**src/rtl/mips_multicycle_ctrl_if.sv**
```systemverilog
// ---------------------------------------------------------------------------
// mips_multicycle_ctrl_if
// Bundle between the instruction register / datapath and the multicycle
// control unit: instruction fields and ALU Zero flow into the controller,
// mux selects, write enables, ALU function code and debug state flow out.
// master = datapath side, slave = control unit side.
// ---------------------------------------------------------------------------
interface mips_multicycle_ctrl_if;
    // Datapath -> controller
    logic [5:0] op;          // instr[31:26]
    logic [5:0] funct;       // instr[5:0]
    logic       zero;        // ALU Zero flag, same cycle

    // Controller -> datapath
    logic       iord;        // memory address: 0 = PC, 1 = ALUOut
    logic       memwrite;    // data memory write enable
    logic       irwrite;     // instruction register load enable
    logic       regdst;      // write address: 0 = rt, 1 = rd
    logic       memtoreg;    // write data: 0 = ALUOut, 1 = Data register
    logic       regwrite;    // register file we3
    logic       alusrca;     // ALU A: 0 = PC, 1 = register A
    logic [1:0] alusrcb;     // ALU B: B, 4, SignImm, SignImm<<2
    logic [1:0] pcsrc;       // PC next: ALUResult, ALUOut, jump target
    logic       pcen;        // PC flop enable
    logic [3:0] alucontrol;  // ALU F, bit 3 always 0
    logic [3:0] state;       // current FSM state, debug only

    modport master (
        output op, funct, zero,
        input  iord, memwrite, irwrite, regdst, memtoreg, regwrite,
               alusrca, alusrcb, pcsrc, pcen, alucontrol, state
    );

    modport slave (
        input  op, funct, zero,
        output iord, memwrite, irwrite, regdst, memtoreg, regwrite,
               alusrca, alusrcb, pcsrc, pcen, alucontrol, state
    );
endinterface

```
**src/rtl/mips_multicycle_ctrl.sv**
```systemverilog
// ---------------------------------------------------------------------------
// mips_multicycle_ctrl
// Moore control FSM for the multicycle MIPS datapath. Sequences the shared
// ALU, register file, unified memory port and PC over 3-5 cycles per
// instruction (lw 5, sw/R-type/addi 4, beq/j 3, unknown op 2).
//
// Optional feature: define MIPS_CTRL_BNE_EN to decode bne (op 000101) into
// the BRANCH state; op[0] then picks between branch-on-zero (beq) and
// branch-on-not-zero (bne). Without the macro bne is treated as an unknown
// op and BRANCH always branches on zero.
// ---------------------------------------------------------------------------
module mips_multicycle_ctrl (
    input  logic                   clk,
    input  logic                   reset,
    mips_multicycle_ctrl_if.slave  bus
);

    // State encodings are visible on the debug port, so they are pinned.
    typedef enum logic [3:0] {
        FETCH   = 4'd0,
        DECODE  = 4'd1,
        MEMADR  = 4'd2,
        MEMRD   = 4'd3,
        MEMWB   = 4'd4,
        MEMWR   = 4'd5,
        EXECUTE = 4'd6,
        ALUWB   = 4'd7,
        BRANCH  = 4'd8,
        ADDIEX  = 4'd9,
        ADDIWB  = 4'd10,
        JUMP    = 4'd11
    } state_t;

    // Opcodes recognised in DECODE
    localparam logic [5:0] OP_RTYPE = 6'b000000;
    localparam logic [5:0] OP_LW    = 6'b100011;
    localparam logic [5:0] OP_SW    = 6'b101011;
    localparam logic [5:0] OP_BEQ   = 6'b000100;
    localparam logic [5:0] OP_ADDI  = 6'b001000;
    localparam logic [5:0] OP_J     = 6'b000010;
`ifdef MIPS_CTRL_BNE_EN
    localparam logic [5:0] OP_BNE   = 6'b000101;
`endif

    // ALU operation classes handed to the ALU decoder
    localparam logic [1:0] ALUOP_ADD   = 2'b00;
    localparam logic [1:0] ALUOP_SUB   = 2'b01;
    localparam logic [1:0] ALUOP_FUNCT = 2'b10;

    // ALU function codes
    localparam logic [3:0] ALU_AND = 4'b0000;
    localparam logic [3:0] ALU_OR  = 4'b0001;
    localparam logic [3:0] ALU_ADD = 4'b0010;
    localparam logic [3:0] ALU_SUB = 4'b0110;
    localparam logic [3:0] ALU_SLT = 4'b0111;

    state_t     state_q;
    state_t     state_d;
    logic       pcwrite;
    logic       branch;
    logic       outputs_off;   // unused state encodings: everything driven to 0
    logic [1:0] aluop;
    logic [3:0] alu_decoded;
    logic       branch_cond;

    // State register; reset forces FETCH so outputs take FETCH values while held.
    // NOTE: sequential state is updated with non-blocking assignments so every
    // flop samples the pre-edge value of state_d, independent of block ordering.
    always_ff @(posedge clk or posedge reset) begin
        if (reset) begin
            state_q <= FETCH;
        end else begin
            state_q <= state_d;
        end
    end

    // Next-state logic; DECODE dispatches on op, MEMADR splits lw/sw.
    // NOTE: state_d gets a default before the case so no path leaves it
    // unassigned, which would otherwise infer a latch.
    always_comb begin
        state_d = FETCH;
        case (state_q)
            FETCH:   state_d = DECODE;
            DECODE: begin
                case (bus.op)
                    OP_LW,
                    OP_SW:    state_d = MEMADR;
                    OP_RTYPE: state_d = EXECUTE;
                    OP_BEQ:   state_d = BRANCH;
`ifdef MIPS_CTRL_BNE_EN
                    OP_BNE:   state_d = BRANCH;
`endif
                    OP_ADDI:  state_d = ADDIEX;
                    OP_J:     state_d = JUMP;
                    default:  state_d = FETCH;   // unknown op runs as a NOP
                endcase
            end
            MEMADR:  state_d = (bus.op == OP_LW) ? MEMRD : MEMWR;
            MEMRD:   state_d = MEMWB;
            MEMWB:   state_d = FETCH;
            MEMWR:   state_d = FETCH;
            EXECUTE: state_d = ALUWB;
            ALUWB:   state_d = FETCH;
            BRANCH:  state_d = FETCH;
            ADDIEX:  state_d = ADDIWB;
            ADDIWB:  state_d = FETCH;
            JUMP:    state_d = FETCH;
            default: state_d = FETCH;   // encodings 12-15 recover in one edge
        endcase
    end

    // Moore outputs per state; anything not listed for a state stays 0.
    always_comb begin
        bus.iord     = 1'b0;
        bus.memwrite = 1'b0;
        bus.irwrite  = 1'b0;
        bus.regdst   = 1'b0;
        bus.memtoreg = 1'b0;
        bus.regwrite = 1'b0;
        bus.alusrca  = 1'b0;
        bus.alusrcb  = 2'b00;
        bus.pcsrc    = 2'b00;
        pcwrite      = 1'b0;
        branch       = 1'b0;
        aluop        = ALUOP_ADD;
        outputs_off  = 1'b0;
        case (state_q)
            FETCH: begin
                bus.irwrite = 1'b1;
                pcwrite     = 1'b1;
                bus.alusrcb = 2'b01;            // PC + 4
            end
            DECODE: begin
                bus.alusrcb = 2'b11;            // speculative branch target
            end
            MEMADR,
            ADDIEX: begin
                bus.alusrca = 1'b1;
                bus.alusrcb = 2'b10;            // A + SignImm
            end
            MEMRD: begin
                bus.iord = 1'b1;
            end
            MEMWB: begin
                bus.memtoreg = 1'b1;
                bus.regwrite = 1'b1;
            end
            MEMWR: begin
                bus.iord     = 1'b1;
                bus.memwrite = 1'b1;
            end
            EXECUTE: begin
                bus.alusrca = 1'b1;
                aluop       = ALUOP_FUNCT;
            end
            ALUWB: begin
                bus.regdst   = 1'b1;
                bus.regwrite = 1'b1;
            end
            BRANCH: begin
                bus.alusrca = 1'b1;
                bus.pcsrc   = 2'b01;            // target computed in DECODE
                branch      = 1'b1;
                aluop       = ALUOP_SUB;
            end
            ADDIWB: begin
                bus.regwrite = 1'b1;
            end
            JUMP: begin
                bus.pcsrc = 2'b10;
                pcwrite   = 1'b1;
            end
            default: begin
                outputs_off = 1'b1;
            end
        endcase
    end

    // ALU decoder: fixed add/sub for address and branch work, funct for R-type.
    always_comb begin
        alu_decoded = ALU_AND;
        case (aluop)
            ALUOP_ADD: alu_decoded = ALU_ADD;
            ALUOP_SUB: alu_decoded = ALU_SUB;
            ALUOP_FUNCT: begin
                case (bus.funct)
                    6'b100000: alu_decoded = ALU_ADD;
                    6'b100010: alu_decoded = ALU_SUB;
                    6'b100100: alu_decoded = ALU_AND;
                    6'b100101: alu_decoded = ALU_OR;
                    6'b101010: alu_decoded = ALU_SLT;
                    default:   alu_decoded = ALU_AND;
                endcase
            end
            default: alu_decoded = ALU_AND;
        endcase
    end

    // Branch condition: op[0] selects bne polarity only when bne is built in.
`ifdef MIPS_CTRL_BNE_EN
    assign branch_cond = bus.op[0] ? ~bus.zero : bus.zero;
`else
    assign branch_cond = bus.zero;
`endif

    assign bus.pcen       = pcwrite | (branch & branch_cond);
    assign bus.alucontrol = outputs_off ? 4'b0000 : alu_decoded;
    assign bus.state      = state_q;

endmodule

```
**src/flat_wrapper.sv**
```systemverilog
// flat-port wrapper written by rule: the top's interface ports become plain ports
module mips_multicycle_ctrl_flat 
  (clk, reset, bus_op, bus_funct, bus_zero, bus_iord, bus_memwrite, bus_irwrite, bus_regdst, bus_memtoreg, bus_regwrite, bus_alusrca, bus_alusrcb, bus_pcsrc, bus_pcen, bus_alucontrol, bus_state);
  mips_multicycle_ctrl_if bus_i ();
  input  logic clk;
  input  logic reset;
  input wire logic [$bits(bus_i.op)-1:0] bus_op;
  input wire logic [$bits(bus_i.funct)-1:0] bus_funct;
  input wire logic [$bits(bus_i.zero)-1:0] bus_zero;
  output wire logic [$bits(bus_i.iord)-1:0] bus_iord;
  output wire logic [$bits(bus_i.memwrite)-1:0] bus_memwrite;
  output wire logic [$bits(bus_i.irwrite)-1:0] bus_irwrite;
  output wire logic [$bits(bus_i.regdst)-1:0] bus_regdst;
  output wire logic [$bits(bus_i.memtoreg)-1:0] bus_memtoreg;
  output wire logic [$bits(bus_i.regwrite)-1:0] bus_regwrite;
  output wire logic [$bits(bus_i.alusrca)-1:0] bus_alusrca;
  output wire logic [$bits(bus_i.alusrcb)-1:0] bus_alusrcb;
  output wire logic [$bits(bus_i.pcsrc)-1:0] bus_pcsrc;
  output wire logic [$bits(bus_i.pcen)-1:0] bus_pcen;
  output wire logic [$bits(bus_i.alucontrol)-1:0] bus_alucontrol;
  output wire logic [$bits(bus_i.state)-1:0] bus_state;
  assign bus_i.op = bus_op;
  assign bus_i.funct = bus_funct;
  assign bus_i.zero = bus_zero;
  assign bus_iord = bus_i.iord;
  assign bus_memwrite = bus_i.memwrite;
  assign bus_irwrite = bus_i.irwrite;
  assign bus_regdst = bus_i.regdst;
  assign bus_memtoreg = bus_i.memtoreg;
  assign bus_regwrite = bus_i.regwrite;
  assign bus_alusrca = bus_i.alusrca;
  assign bus_alusrcb = bus_i.alusrcb;
  assign bus_pcsrc = bus_i.pcsrc;
  assign bus_pcen = bus_i.pcen;
  assign bus_alucontrol = bus_i.alucontrol;
  assign bus_state = bus_i.state;
  mips_multicycle_ctrl u_core (.clk(clk), .reset(reset), .bus(bus_i));
endmodule
```
**config.mk**
```make
export PLATFORM = sky130hd
export DESIGN_NAME = mips_multicycle_ctrl_flat
export DESIGN_NICKNAME = d
export VERILOG_FILES = /design/src/rtl/mips_multicycle_ctrl_if.sv /design/src/rtl/mips_multicycle_ctrl.sv /design/src/flat_wrapper.sv
export SDC_FILE = /design/constraint.sdc
export NUM_CORES = 1
export LEC_CHECK = 0
export CORE_MARGIN = 2
export CORE_UTILIZATION = 35
export CTS_BUF_LIST = sky130_fd_sc_hd__clkbuf_8 sky130_fd_sc_hd__clkbuf_16
export DETAILED_ROUTE_END_ITERATION = 7
export GPL_ROUTABILITY_DRIVEN = 0
export HOLD_SLACK_MARGIN = 0.05
export PLACE_DENSITY = 0.81
export RECOVER_POWER = 100
export SLEW_MARGIN = 15
export SYNTH_ARGS = -nofsm -noshare
export SYNTH_HDL_FRONTEND = slang
export SYNTH_SLANG_ARGS = --single-unit
export TNS_END_PERCENT = 10
```
**constraint.sdc**
```tcl
create_clock -name clk -period 2.7 [get_ports clk]
set_input_delay 0.675 -clock clk [delete_from_list [all_inputs] [get_ports clk]]
set_output_delay 0.675 -clock clk [all_outputs]
set_load 0.1 [all_outputs]
```
# --- Word-level counts from Yosys, hierarchy flattened ---
# Cells that the tools add are included.
totals:
  out_inout_bits: 20
  register_bits: 4
  inputBits: 15
  wordCells: 53
classes:
  muxes: 18
  n_eq_ne: 22
  n_reduce_logical: 10
  n_bitwise: 2
ops:
  columns: ["cell", "n"]
  rows:
  - ["$eq 6x6->1 const B", 6]
  - ["$pmux 4 s6", 1]
  - ["$pmux 4 s5", 1]
  - ["$eq 4x3->1 const B", 4]
  - ["$eq 4x4->1 const B", 4]
  - ["$pmux 3 s4", 1]
  - ["$pmux 4 s3", 1]
  - ["$reduce_or 12->1", 1]
  - ["$mux 1", 9]
  - ["$eq 4x2->1 const B", 2]
  - ["$pmux 2 s2", 2]
  - ["$reduce_or 2->1", 4]
  - ["$eq 6x2->1 const B", 1]
  - ["$eq 6x3->1 const B", 1]
  - ["$eq 6x4->1 const B", 1]
  - ["$logic_not 6->1", 1]
  - ["$pmux 2 s3", 1]
  - ["$eq 4x1->1 const B", 1]
  - ["$logic_not 4->1", 1]
  - ["$mux 4", 1]
  - ["$reduce_or 4->1", 1]
  - ["$mux 3", 1]
  - ["$reduce_or 3->1", 1]
  - ["$eq 2x1->1 const B", 1]
  - ["other kinds (4)", 4]

# --- Longest topological paths before layout ---
# Gate-level depths: netlist of run 1.
logic_depth:
  ltp_word: 5
  ltp_mapped: 4
  depth_no_buf: 3

# --- Least setup slack after synthesis of run 1 ---
# No wires, ideal clock.
synth_path:
  kind: "register -> output"
  start: "register u_core.state_q[3], in the netlist u_core.bus.state[3]"
  end: "output bus_alucontrol[2]"
  setup_slack_ps: -2214
  required_ps: 2025
  stages_incl_launch_ff: 4
  arrival_time_ps: 4239
  n_path_buf: 0
  path_cell_list: "dfrtp_1 -> nand2b_1 -> nor3_1 -> o21bai_1"
synth_via:
  elab_chain_cells: 5
synth_lines:
  columns: ["item", "line", "text"]
  rows:
  - ["start, declared", "mips_multicycle_ctrl.sv:57", "state_t state_q;"]
  - ["start signal, assigned", "mips_multicycle_ctrl.sv:73", "state_q <= state_d;"]
  - ["$eq 4x4->1 / $eq 4x3->1 (equally long branches)", "mips_multicycle_ctrl.sv:127", "case (state_q)"]
  - ["$pmux 2 s2", "mips_multicycle_ctrl.sv:127", null]
  - ["$eq 2x2->1, or another cell as far along", "mips_multicycle_ctrl.sv:182", "case (aluop)"]
  - ["$pmux 4 s3", "mips_multicycle_ctrl.sv:182", null]
  - ["$mux 4 *", "mips_multicycle_ctrl.sv:207", "assign bus.alucontrol = outputs_off ? 4'b0000 : alu_decoded;"]
  - ["end, declared", "flat_wrapper.sv:20", "output wire logic [$bits(bus_i.alucontrol)-1:0] bus_alucontrol;"]
# Mark *: on every way between the ends. The rest lies on a longest branch, timed or not.

# --- Worst setup path in the final report of run 1 ---
layout_path:
  start: "input bus_funct[5]"
  end: "output bus_alucontrol[2]"
layout_via:
  elab_chain_cells: 4
layout_lines:
  columns: ["item", "line", "text"]
  rows:
  - ["start, declared", "flat_wrapper.sv:8", "input wire logic [$bits(bus_i.funct)-1:0] bus_funct;"]
  - ["$eq 6x6->1", "mips_multicycle_ctrl.sv:186", "case (bus.funct)"]
  - ["$pmux 3 s4 *", "mips_multicycle_ctrl.sv:186", null]
  - ["$pmux 4 s3 *", "mips_multicycle_ctrl.sv:182", null]
  - ["$mux 4 *", "mips_multicycle_ctrl.sv:207", null]
# Marks and branches as above.

==> results of run 1 <==
[per-layer routing]
layer | part of all wire (%) | vias to the layer above
met1 | 40 | 310
met3 | 5.3 | 0
met2 | 55 | 28
li1 | - | 327
met5 | 0 | -
met4 | 0 | 0
[synthesized netlist by cell type]
master,instances,area (um^2)
nor2_1,9,33.8
nand2_1,7,26.3
nand3_1,6,30.0
dfrtp_1,4,100
nand2b_1,4,25.0
nor3_1,4,20.0
o21ai_0,4,20.0
xor2_1,4,35.0
a21oi_1,3,15.0
inv_1,3,11.3
nor2b_1,3,18.8
a31oi_1,2,12.5
buf_2,2,10.0
clkbuf_1,2,7.51
nor4_1,2,12.5
o211ai_1,2,15.0
a211o_1,1,8.76
a221oi_1,1,8.76
a2bb2oi_1,1,8.76
and3_1,1,6.26
buf_4,1,7.51
conb_1,1,3.75
nand4_1,1,6.26
nand4b_1,1,8.76
nor4bb_1,1,10.0
o21bai_1,1,7.51
o311ai_0,1,8.76
or3_1,1,6.26
or3b_1,1,8.76
[worst max-delay path: cells and delay by family]
family	cells	cell delay, ns
compound gates	1	0.26
simple gates	2	0.33
buf+inv	2	0.67
[layout make-up]
cell class                 instances  area share, %
multi-input combinational         62           45.1
timing repair buffer              34           36.3
sequential                         4           11.2
clock buffer                       3           4.26
tap                               15           1.94
inverter                           3           1.16
[power by group]
group | leakage [nW] | total (mW) | internal (mW) | switching [mW]
clock | 0.0216 | 0.127 | 0.0951 | 0.0317
sequential | 0.0487 | 0.159 | 0.0830 | 0.0760
combinational | 0.307 | 0.900 | 0.244 | 0.656
total | 0.377 | 1.19 | 0.422 | 0.764
[path summary, 6_finish.rpt]
check                           cells after the start                            end                     startpoint
worst min register to register                      1  u_core.bus.state[0]$_DFF_PP0_  u_core.bus.state[0]$_DFF_PP0_
worst max-delay path                                5              bus_alucontrol[2]                   bus_funct[5]
worst max register to register                      4  u_core.bus.state[1]$_DFF_PP0_  u_core.bus.state[1]$_DFF_PP0_
min in group asynchronous                           2  u_core.bus.state[2]$_DFF_PP0_                          reset
max in group asynchronous                           2  u_core.bus.state[0]$_DFF_PP0_                          reset
worst min-delay path                                1  u_core.bus.state[0]$_DFF_PP0_  u_core.bus.state[0]$_DFF_PP0_
[cell families after synthesis]
group,Yosys count
simple gates,41
compound gates,16
buf+inv,8
xor+xnor,4
flops,4
other cells,1
==> reports/metrics.csv, run 1 <==
stage,metric,value,unit
sta,"Hold Violations, Final",0,
critical_path,crit path capture type,output port,
layout,final non-filler cell total,121,
layout,final core utilization,74.4,%
grt,gr ovfl total,0,
synthesis,Post-Synth Adder-Cell Area,0,%
placement,worst slack at placement,0.103,ns
clocking,Max clock buf depth,2,
clocking,clock root cell,clkbuf_8,
die,Die X,41.5,um
clocking,CTS tree,built,
layout,Fillers,100,
critical_path,Crit Path Class,primary input to output port,
placement,hpwl dp,1.38,mm
route,DRT antenna net count,0,
synthesis,post-synthesis mux area share,0,%
grt,vias in the first global route,642,
pwr,total chip power,1.19,mW
layout,post-route cell area,968,um^2
sta,Max-slew headroom,22.1,%
run_status,status,"complete, no violations",
route,DR iter-0 viols,8,
die,die area,1720,um^2
route,per-cell routed wire length,14.7,um
synthesis,simple-gate portion of the synthesized area,43.1,%
critical_path,WP data arrival,1.94,ns
sta,Worst-Margin Slew,1.17,ns
layout,n_diodes,0,
critical_path,"Max FO, Critical Path",2,
grt,M2 GR Usage,37.5,%
synthesis,XOR/XNOR Fraction of Synth Area,7.11,%
pwr,Max IR drop VDD,0.919,mV
pwr,Leak,0.377,nW
clocking,clock sink count,4,
layout,nets,123,
sta,unrepaired setup endpoints after global routing,no,
route,vias per cell,5.50,
grt,first-pass GRT wire length,2.86,mm
placement,Buffers on Ports,33,
run,total of max-cap violations,0,
grt,grt met3 use,6.09,%
sta,crit share post-route,96.9,%
synthesis,Gate Count Post-Synth,74,
clocking,"Gates resized, CTS repair",0,
route,Remaining DRCs,0,
pwr,Cell Pwr Density,1220,nW/um^2
sta,Peak Freq,382,MHz
synthesis,#FFs+latches synth,4,
critical_path,CP Cell Sequence,clkdlybuf4s50_1 > nor2b_1 > nand3_1 > o21bai_1 > buf_12,
placement,placed insts,118,
critical_path,"Slowest-stage cell, CP",clkdlybuf4s50_1,
synthesis,Cell variety after synth,29,
clocking,cts hold-fix bufs,0,
clocking,CTS H-tree lvls,1,
grt,antenna violations before repair,0,
synthesis,Synth Net Count,89,
clocking,total setup buffers inserted after CTS,0,
clocking,CTS Buf Count,3,
critical_path,reg2reg setup slack,1.14,ns
layout,Register Area,109,um^2
clocking,worst skew pair latency,0.22,ns
layout,share of layout cells above drive strength 1,31.1,%
synthesis,compound-gate portion of the synthesized area,21.3,%
die,# IOs,35,
grt,layer with the highest usage,met2,
sta,clock skew,0.000986,ns
die,starting density of the core,37.9,%
layout,flip-flop count of the largest register after layout,4,
clocking,clock-pin slew on the worst setup and hold paths,0.03,ns
critical_path,largest stage delay on the critical path,0.46,ns
die,Placeable Area,1300,um^2
sta,hold slack,0.703,ns
critical_path,CP startpoint kind,primary input,
route,via count,665,
synthesis,main combinational cell family by area after synthesis,simple AND/OR/NAND/NOR gates,
route,1st-pass router iterations,5,
grt,met1 usage,25.3,%
grt,largest net degree at the start of global routing,17,
synthesis,Synth Warn #,0,
sta,Final min period,2.62,ns
layout,area grow syn2layout,96.4,%
placement,placed cell areas,1060,um^2
hold_path,Worst Hold Class,flop to flop,
sta,PnR worst setup slack,0.0834,ns
die,Die H,41.5,um
layout,most frequent cells in the layout,"11 x clkdlybuf4s50_1, 7 x nor2_1, 7 x nand2_1, 7 x buf_12",
critical_path,WP data required,2.03,ns
die,row count,13,
grt,Total GRT Usage,21.2,%
sta,setup violators final,0,
synthesis,"Seq/Total Area, Yosys",20.3,%
route,DRT Wirelength,1.78,mm
synthesis,mapped cell area,493,um^2
synthesis,mean post-synth cell area,6.66,um^2
sta,final setup TNS,0,ns
layout,"commonest non-fill, non-tap cell in the layout",clkdlybuf4s50_1,
layout,multi-input logic area,437,um^2
sta,Slew Limit Fails,0,
Power figures use the tool's default switching activity.
==> run 2: changes to the inputs <==
--- a/config.mk
+++ b/config.mk
@@ -5,13 +5,15 @@
 export SDC_FILE = /design/constraint.sdc
 export NUM_CORES = 1
 export LEC_CHECK = 0
+export CELL_PAD_IN_SITES_DETAIL_PLACEMENT = 0
+export CELL_PAD_IN_SITES_GLOBAL_PLACEMENT = 1
 export CORE_MARGIN = 2
-export CORE_UTILIZATION = 35
+export CORE_UTILIZATION = 23
 export CTS_BUF_LIST = sky130_fd_sc_hd__clkbuf_8 sky130_fd_sc_hd__clkbuf_16
 export DETAILED_ROUTE_END_ITERATION = 7
 export GPL_ROUTABILITY_DRIVEN = 0
 export HOLD_SLACK_MARGIN = 0.05
-export PLACE_DENSITY = 0.81
+export PLACE_DENSITY_LB_ADDON = 0.1
 export RECOVER_POWER = 100
 export SLEW_MARGIN = 15
 export SYNTH_ARGS = -nofsm -noshare
==> run 2 against run 1 <==
  * Non-clock buffer count unchanged
  * Critical path depth decreased by 1
  * Worst setup slack improved by 0.062 ns
  * Die area increased by 47%
  * Combinational power decreased by 2%
  * Register-to-register slack improved by 0.05 ns
  * Fmax increased by 2.4%
  * Routed wire length decreased by 11%
  * Critical endpoint unchanged
  * Largest cell class unchanged
==> reports/metrics.csv, run 2 (synthesized netlist as in run 1, its figures left out) <==
stage,metric,value,unit,change
layout,"commonest non-fill, non-tap cell in the layout",clkdlybuf4s50_1,,
critical_path,Crit Path Class,flop to output port,,
route,DRT Wirelength,1.58,mm,-11%
route,1st-pass router iterations,3,,-2
hold_path,Worst Hold Class,flop to flop,,
layout,flip-flop count of the largest register after layout,4,,unchanged
die,starting density of the core,24.9,%,-13 points
sta,Slew Limit Fails,0,,unchanged
placement,worst slack at placement,0.139,ns,+0.0354 ns
route,via count,651,,-2.1%
die,row count,16,,+3
route,vias per cell,4.89,,-11%
pwr,Flop pwr share,12.5,%,-0.9 points
layout,final non-filler cell total,133,,+9.9%
pwr,Leak,0.381,nW,+1.0%
clocking,cts hold-fix bufs,0,,unchanged
clocking,clock root cell,clkbuf_8,,
critical_path,CP Cell Sequence,nand2b_4 > nor3_1 > o21bai_4 > buf_12,,
die,Die X,50.3,um,+21%
critical_path,"Slowest-stage cell, CP",dfrtp_1,,
layout,most frequent cells in the layout,"10 x clkdlybuf4s50_1, 8 x buf_12, 8 x clkbuf_2",,
critical_path,crit path capture type,output port,,
grt,antenna violations before repair,0,,unchanged
sta,final setup TNS,0,ns,unchanged
critical_path,WP data required,2.03,ns,about the same
critical_path,CP startpoint kind,flop,,
grt,largest net degree at the start of global routing,17,,unchanged
layout,final core utilization,49.7,%,-25 points
layout,area grow syn2layout,99.7,%,
placement,hpwl dp,1.25,mm,-9.1%
route,DRT antenna net count,0,,unchanged
placement,placed insts,130,,+10%
placement,Buffers on Ports,33,,unchanged
pwr,Clock Power Share,11.1,%,+0.4 points
sta,PnR worst setup slack,0.145,ns,+0.0619 ns
die,Placeable Area,1980,um^2,+52%
clocking,clock-pin slew on the worst setup and hold paths,0.03,ns,about the same
sta,Max-slew headroom,23.0,%,+0.94 points
pwr,internal power,0.408,mW,-3.2%
sta,hold slack,0.730,ns,+0.0272 ns
sta,Worst-Margin Slew,1.16,ns,-0.0142 ns
grt,first-pass GRT wire length,2.64,mm,-8.0%
sta,unrepaired setup endpoints after global routing,no,,
clocking,Max clock buf depth,2,,unchanged
clocking,CTS Buf Count,3,,unchanged
clocking,"Gates resized, CTS repair",0,,unchanged
clocking,CTS H-tree lvls,1,,unchanged
critical_path,"Max FO, Critical Path",13,,+11
layout,n_diodes,0,,unchanged
clocking,total setup buffers inserted after CTS,0,,unchanged
run_status,status,"complete, no violations",,
layout,nets,123,,unchanged
pwr,Max IR drop VDD,0.694,mV,-24%
route,per-cell routed wire length,11.8,um,-19%
sta,"Hold Violations, Final",0,,unchanged
sta,setup violators final,0,,unchanged
clocking,worst skew pair latency,0.22,ns,about the same
die,# IOs,35,,unchanged
sta,clock skew,0.00358,ns,+0.00259 ns
sta,Peak Freq,391,MHz,+2.4%
grt,Total GRT Usage,13.7,%,-7.5 points
pwr,Switching Fraction,64.6,%,+0.20 points
die,die area,2530,um^2,+47%
route,Remaining DRCs,0,,unchanged
route,DR iter-0 viols,5,,-3
layout,share of layout cells above drive strength 1,33.0,%,+1.9 points
grt,vias in the first global route,620,,-3.4%
clocking,CTS tree,built,,
pwr,NetSw,0.746,mW,-2.3%
die,Die H,50.3,um,+21%
sta,Final min period,2.55,ns,-0.0619 ns
sta,crit share post-route,94.6,%,-2.3 points
critical_path,largest stage delay on the critical path,0.67,ns,+0.21 ns
pwr,Comb power frac,76.4,%,+0.5 points
clocking,clock sink count,4,,unchanged
run,total of max-cap violations,0,,unchanged
pwr,Cell Pwr Density,1170,nW/um^2,-4.2%
critical_path,WP data arrival,1.88,ns,-0.06 ns
grt,gr ovfl total,0,,unchanged
## run 2: cell count changes in the layout (fill, tap and decap cells not counted), sizes merged
cell,previous run,this run
dlygate4sd3,3,4
clkdlybuf4s50,11,10
## run 2: critical path: cells and delay by family (launching register included)
| family | cells | cell delay, ns |
|---|---|---|
| DFF | 1 | 0.67 |
| and+or+nand+nor | 2 | 0.56 |
| AOI/OAI and AO/OA | 1 | 0.23 |
| buffers and inverters | 1 | 0.19 |
## run 2: path summary, 6_finish.rpt
path                                          startpoint                       endpoint  slack (ns)  depth (start not counted)
max                        u_core.bus.state[3]$_DFF_PP0_              bus_alucontrol[2]        0.15                          4
min                        u_core.bus.state[2]$_DFF_PP0_  u_core.bus.state[0]$_DFF_PP0_        0.73                          1
max reg2reg                u_core.bus.state[1]$_DFF_PP0_  u_core.bus.state[1]$_DFF_PP0_        1.19                          4
min reg2reg                u_core.bus.state[2]$_DFF_PP0_  u_core.bus.state[0]$_DFF_PP0_        0.73                          1
max in group asynchronous                          reset  u_core.bus.state[2]$_DFF_PP0_        1.76                          2
min in group asynchronous                          reset  u_core.bus.state[3]$_DFF_PP0_        0.77                          2
## run 2: routing by layer
layer	GRT usage (%)	part of all wire (%)	wire (um)	up-vias
li1	-	-	-	332
met1	15.2	39	622	293
met2	25.0	53	835	26
met3	4.76	7.5	118	0
met4	2.70	0	0	0
met5	0	0	0	-
## run 2: power by group through the flow
| stage | combinational, mW | sequential (mW) | clock (mW) |
|---|---|---|---|
| floorplan | 0.636 | 0.219 | 0 |
| global placement | 0.975 | 0.165 | 0 |
| detailed placement | 0.980 | 0.166 | 0 |
| CTS | 0.981 | 0.165 | 0.132 |
| global route | 0.914 | 0.151 | 0.137 |
| finish | 0.882 | 0.144 | 0.128 |
## run 2: area by class of cell
cell class | instances | area [um^2]
Fill cell | 207 | 997
Multi-Input combinational cell | 62 | 430
Timing Repair Buffer | 34 | 363
Sequential cell | 4 | 105
Clock buffer | 3 | 41.3
Tap cell | 27 | 33.8
Inverter | 3 | 11.3
## run 2: metrics by stage
step                      cell area [um^2]  power, mW
after floorplan                        616      0.855
after global placement                1080       1.14
after detailed placement              1080       1.15
after CTS                             1120       1.28
after global routing                   985       1.20
final                                  985       1.15
==> run 3: changes to the inputs <==
--- a/config.mk
+++ b/config.mk
@@ -5,6 +5,7 @@
 export SDC_FILE = /design/constraint.sdc
 export NUM_CORES = 1
 export LEC_CHECK = 0
+export ABC_AREA = 1
 export CELL_PAD_IN_SITES_DETAIL_PLACEMENT = 0
 export CELL_PAD_IN_SITES_GLOBAL_PLACEMENT = 1
 export CORE_MARGIN = 2
==> run 3 against run 2 <==
  * Critical path depth increased by 2
  * Clock skew decreased by 0.0011 ns
  * Sequential cell count unchanged
  * Routed wire length increased by 1.4%
  * Cell count increased by 23%
  * Via count increased by 9.4%
==> reports/metrics.csv, run 3 <==
stage,metric,value,unit,change
run_status,status,"complete, no violations",,
synthesis,XOR/XNOR Fraction of Synth Area,0,%,-7.1 points
synthesis,mapped cell area,551,um^2,+12%
synthesis,largest cells by area after synthesis,"dfrtp_1 18%, nor2_1 17%, inv_1 13%",,
grt,gr ovfl total,0,,unchanged
clocking,cts hold-fix bufs,0,,unchanged
clocking,clock root cell,clkbuf_8,,
synthesis,cell accounting for the most synthesized area,dfrtp_1,,
clocking,CTS tree,built,,
die,Placeable Area,2230,um^2,+13%
hold_path,Hold Startpoint,u_core.bus.state[0]$_DFF_PP0_,,
synthesis,Synth Net Count,115,,+29%
synthesis,mean post-synth cell area,5.51,um^2,-17%
sta,hold slack,0.759,ns,+0.0290 ns
clocking,"Gates resized, CTS repair",0,,unchanged
critical_path,crit path capture type,output port,,
critical_path,"Slowest-stage cell, CP",clkdlybuf4s50_1,,
critical_path,largest stage delay on the critical path,0.45,ns,-0.22 ns
pwr,Cell Pwr Density,1080,nW/um^2,-8.3%
critical_path,"Max FO, Critical Path",4,,-9
grt,antenna violations before repair,0,,unchanged
critical_path,Critical path origin,bus_funct[5],,
clocking,clock sink count,4,,unchanged
sta,Peak Freq,386,MHz,-1.4%
layout,share of layout cells above drive strength 1,26.7,%,-6.4 points
synthesis,Post-synth top flop,dfrtp_1,,
critical_path,WP data required,2.03,ns,about the same
layout,Fillers,260,,+26%
hold_path,hold path depth,3,,+2
layout,"commonest non-fill, non-tap cell in the layout",nor2_1,,
layout,Register Area,100,um^2,-4.8%
synthesis,Post-Synth Adder-Cell Area,0,%,unchanged
critical_path,r2r endpoint,u_core.bus.state[2]$_DFF_PP0_,,
sta,Final min period,2.59,ns,+0.0367 ns
clocking,clock-pin slew on the worst setup and hold paths,0.03,ns,about the same
grt,vias in the first global route,642,,+3.5%
grt,Total GRT Usage,12.6,%,-1.1 points
sta,Max-slew headroom,22.4,%,-0.60 points
die,Die H,52.9,um,+5.2%
clocking,total setup buffers inserted after CTS,0,,unchanged
sta,unrepaired setup endpoints after global routing,no,,
grt,first-pass GRT wire length,2.61,mm,-1.0%
critical_path,WP data arrival,1.92,ns,+0.04 ns
hold_path,Worst Hold Class,flop to flop,,
placement,placed cell areas,986,um^2,-8.7%
layout,area grow syn2layout,68.2,%,
route,Remaining DRCs,0,,unchanged
synthesis,#FFs+latches synth,4,,unchanged
critical_path,reg2reg setup slack,1.54,ns,+0.35 ns
layout,n_diodes,0,,unchanged
layout,post-route cell area,926,um^2,-6.0%
synthesis,compound-gate portion of the synthesized area,6.82,%,-15 points
critical_path,Crit Path Class,primary input to output port,,
route,per-cell routed wire length,9.80,um,-17%
placement,hpwl dp,1.37,mm,+9.0%
die,row count,17,,+1
route,1st-pass router iterations,4,,+1
synthesis,"Seq/Total Area, Yosys",18.2,%,-2.1 points
die,starting density of the core,24.6,%,-0.22 points
route,DRT Wirelength,1.60,mm,+1.4%
sta,final setup TNS,0,ns,unchanged
sta,setup violators final,0,,unchanged
die,die area,2800,um^2,+11%
route,DR iter-0 viols,17,,+12
sta,Worst-Margin Slew,1.17,ns,+0.00905 ns
clocking,Max clock buf depth,2,,unchanged
synthesis,simple-gate portion of the synthesized area,58.0,%,+15 points
critical_path,CP startpoint kind,primary input,,
sta,clock skew,0.00249,ns,-0.00109 ns
critical_path,depth of the worst register-to-register path,5,,+1
synthesis,Synth Warn #,0,,unchanged
synthesis,main combinational cell family by area after synthesis,simple AND/OR/NAND/NOR gates,,
sta,"Hold Violations, Final",0,,unchanged
synthesis,ys async rst share,100,%,unchanged
pwr,Max IR drop VDD,0.807,mV,+16%
synthesis,number of synthesized flops with an enable pin,0,,unchanged
route,DRT antenna net count,0,,unchanged
synthesis,most common cell in the netlist,nor2_1,,
die,Die X,52.9,um,+5.2%
synthesis,Gate Count Post-Synth,100,,+35%
grt,largest net degree at the start of global routing,8,,-9
critical_path,CP Cell Sequence,clkdlybuf4s50_1 > inv_1 > nor2_1 > nand4_1 > o21ai_2 > clkbuf_4,,
synthesis,Synth top area share,18.2,%,-2.1 points
die,# IOs,35,,unchanged
clocking,CTS H-tree lvls,1,,unchanged
placement,Buffers on Ports,33,,unchanged
layout,multi-input logic area,398,um^2,-7.6%
sta,crit share post-route,96.0,%,+1.4 points
synthesis,synth cell count leaders,"25 x nor2_1, 19 x inv_1, 16 x nand2_1, 11 x nand3_1, 4 x dfrtp_1",,
sta,Slew Limit Fails,0,,unchanged
critical_path,FF-to-FF Start,u_core.bus.state[2]$_DFF_PP0_,,
layout,most frequent cells in the layout,"23 x nor2_1, 20 x inv_1, 16 x nand2_1",,
hold_path,sink of the worst hold path,u_core.bus.state[0]$_DFF_PP0_,,
synthesis,Cell variety after synth,18,,-38%
route,via count,712,,+9.4%
layout,flip-flop count of the largest register after layout,4,,unchanged
run,total of max-cap violations,0,,unchanged
clocking,CTS Buf Count,3,,unchanged
pwr,Leak,0.468,nW,+23%
route,vias per cell,4.37,,-11%
synthesis,post-synthesis mux area share,0,%,unchanged
clocking,worst skew pair latency,0.22,ns,about the same
layout,nets,152,,+24%
## run 3: final cells by class
cell class,count,share of cell area [%]
clock buffers,3,4.46
multi-input cells,73,43.0
flip-flops and latches,4,10.8
inverters,22,8.92
repair buffers,33,29.1
well taps,28,3.78
## run 3: per-layer routing
| layer | part of all wire [%] | wire length (um) | global-route usage [%] |
|---|---|---|---|
| met1 | 44 | 709 | 14.9 |
| met2 | 47 | 744 | 21.9 |
| met3 | 7.5 | 120 | 1.69 |
| met4 | 1.5 | 24 | 6.41 |
| met5 | 0 | 0 | 0 |
## run 3: worst max path at each step
stage / end / slack (ns) / cells after the start
3_5_place_dp: bus_alucontrol[1] / 0.11 / 8
5_1_grt: bus_alucontrol[1] / 0.01 / 8
2_1_floorplan: bus_pcen / -0.49 / 4
3_3_place_gp: bus_alucontrol[0] / 0.13 / 6
6_report: bus_alucontrol[2] / 0.11 / 6
4_1_cts: bus_alucontrol[1] / 0.11 / 8
## run 3: worst max-delay path: cells and delay by family
| kind | cells | cell delay [ns] |
|---|---|---|
| AO/OA/AOI/OAI | 1 | 0.07 |
| buffers and inverters | 3 | 0.81 |
| AND/OR/NAND/NOR | 2 | 0.34 |
## run 3: logic make-up (layout without fill, tap and decap cells)
family	count (synthesis)	after routing
buffers and inverters	23	58
other	1	1
AOI/OAI and AO/OA	6	6
and+or+nand+nor	66	66
DFF	4	4
## run 3: per-stage QoR
step | power [mW] | setup WS [ns] | instances | utilization (%)
after floorplan | 0.748 | -0.486 | 100 | -
after global placement | 0.991 | 0.130 | 160 | 44.1
after detailed placement | 0.993 | 0.109 | 160 | 44.1
after CTS | 1.12 | 0.107 | 163 | 46.0
after global routing | 1.04 | 0.0125 | 163 | 41.5
final | 0.995 | 0.109 | 163 | 41.5
## run 3: power breakdown
part	switching [mW]	internal (mW)
Combinational	0.652	0.124
Sequential	0.0205	0.0746
Clock	0.0296	0.0949
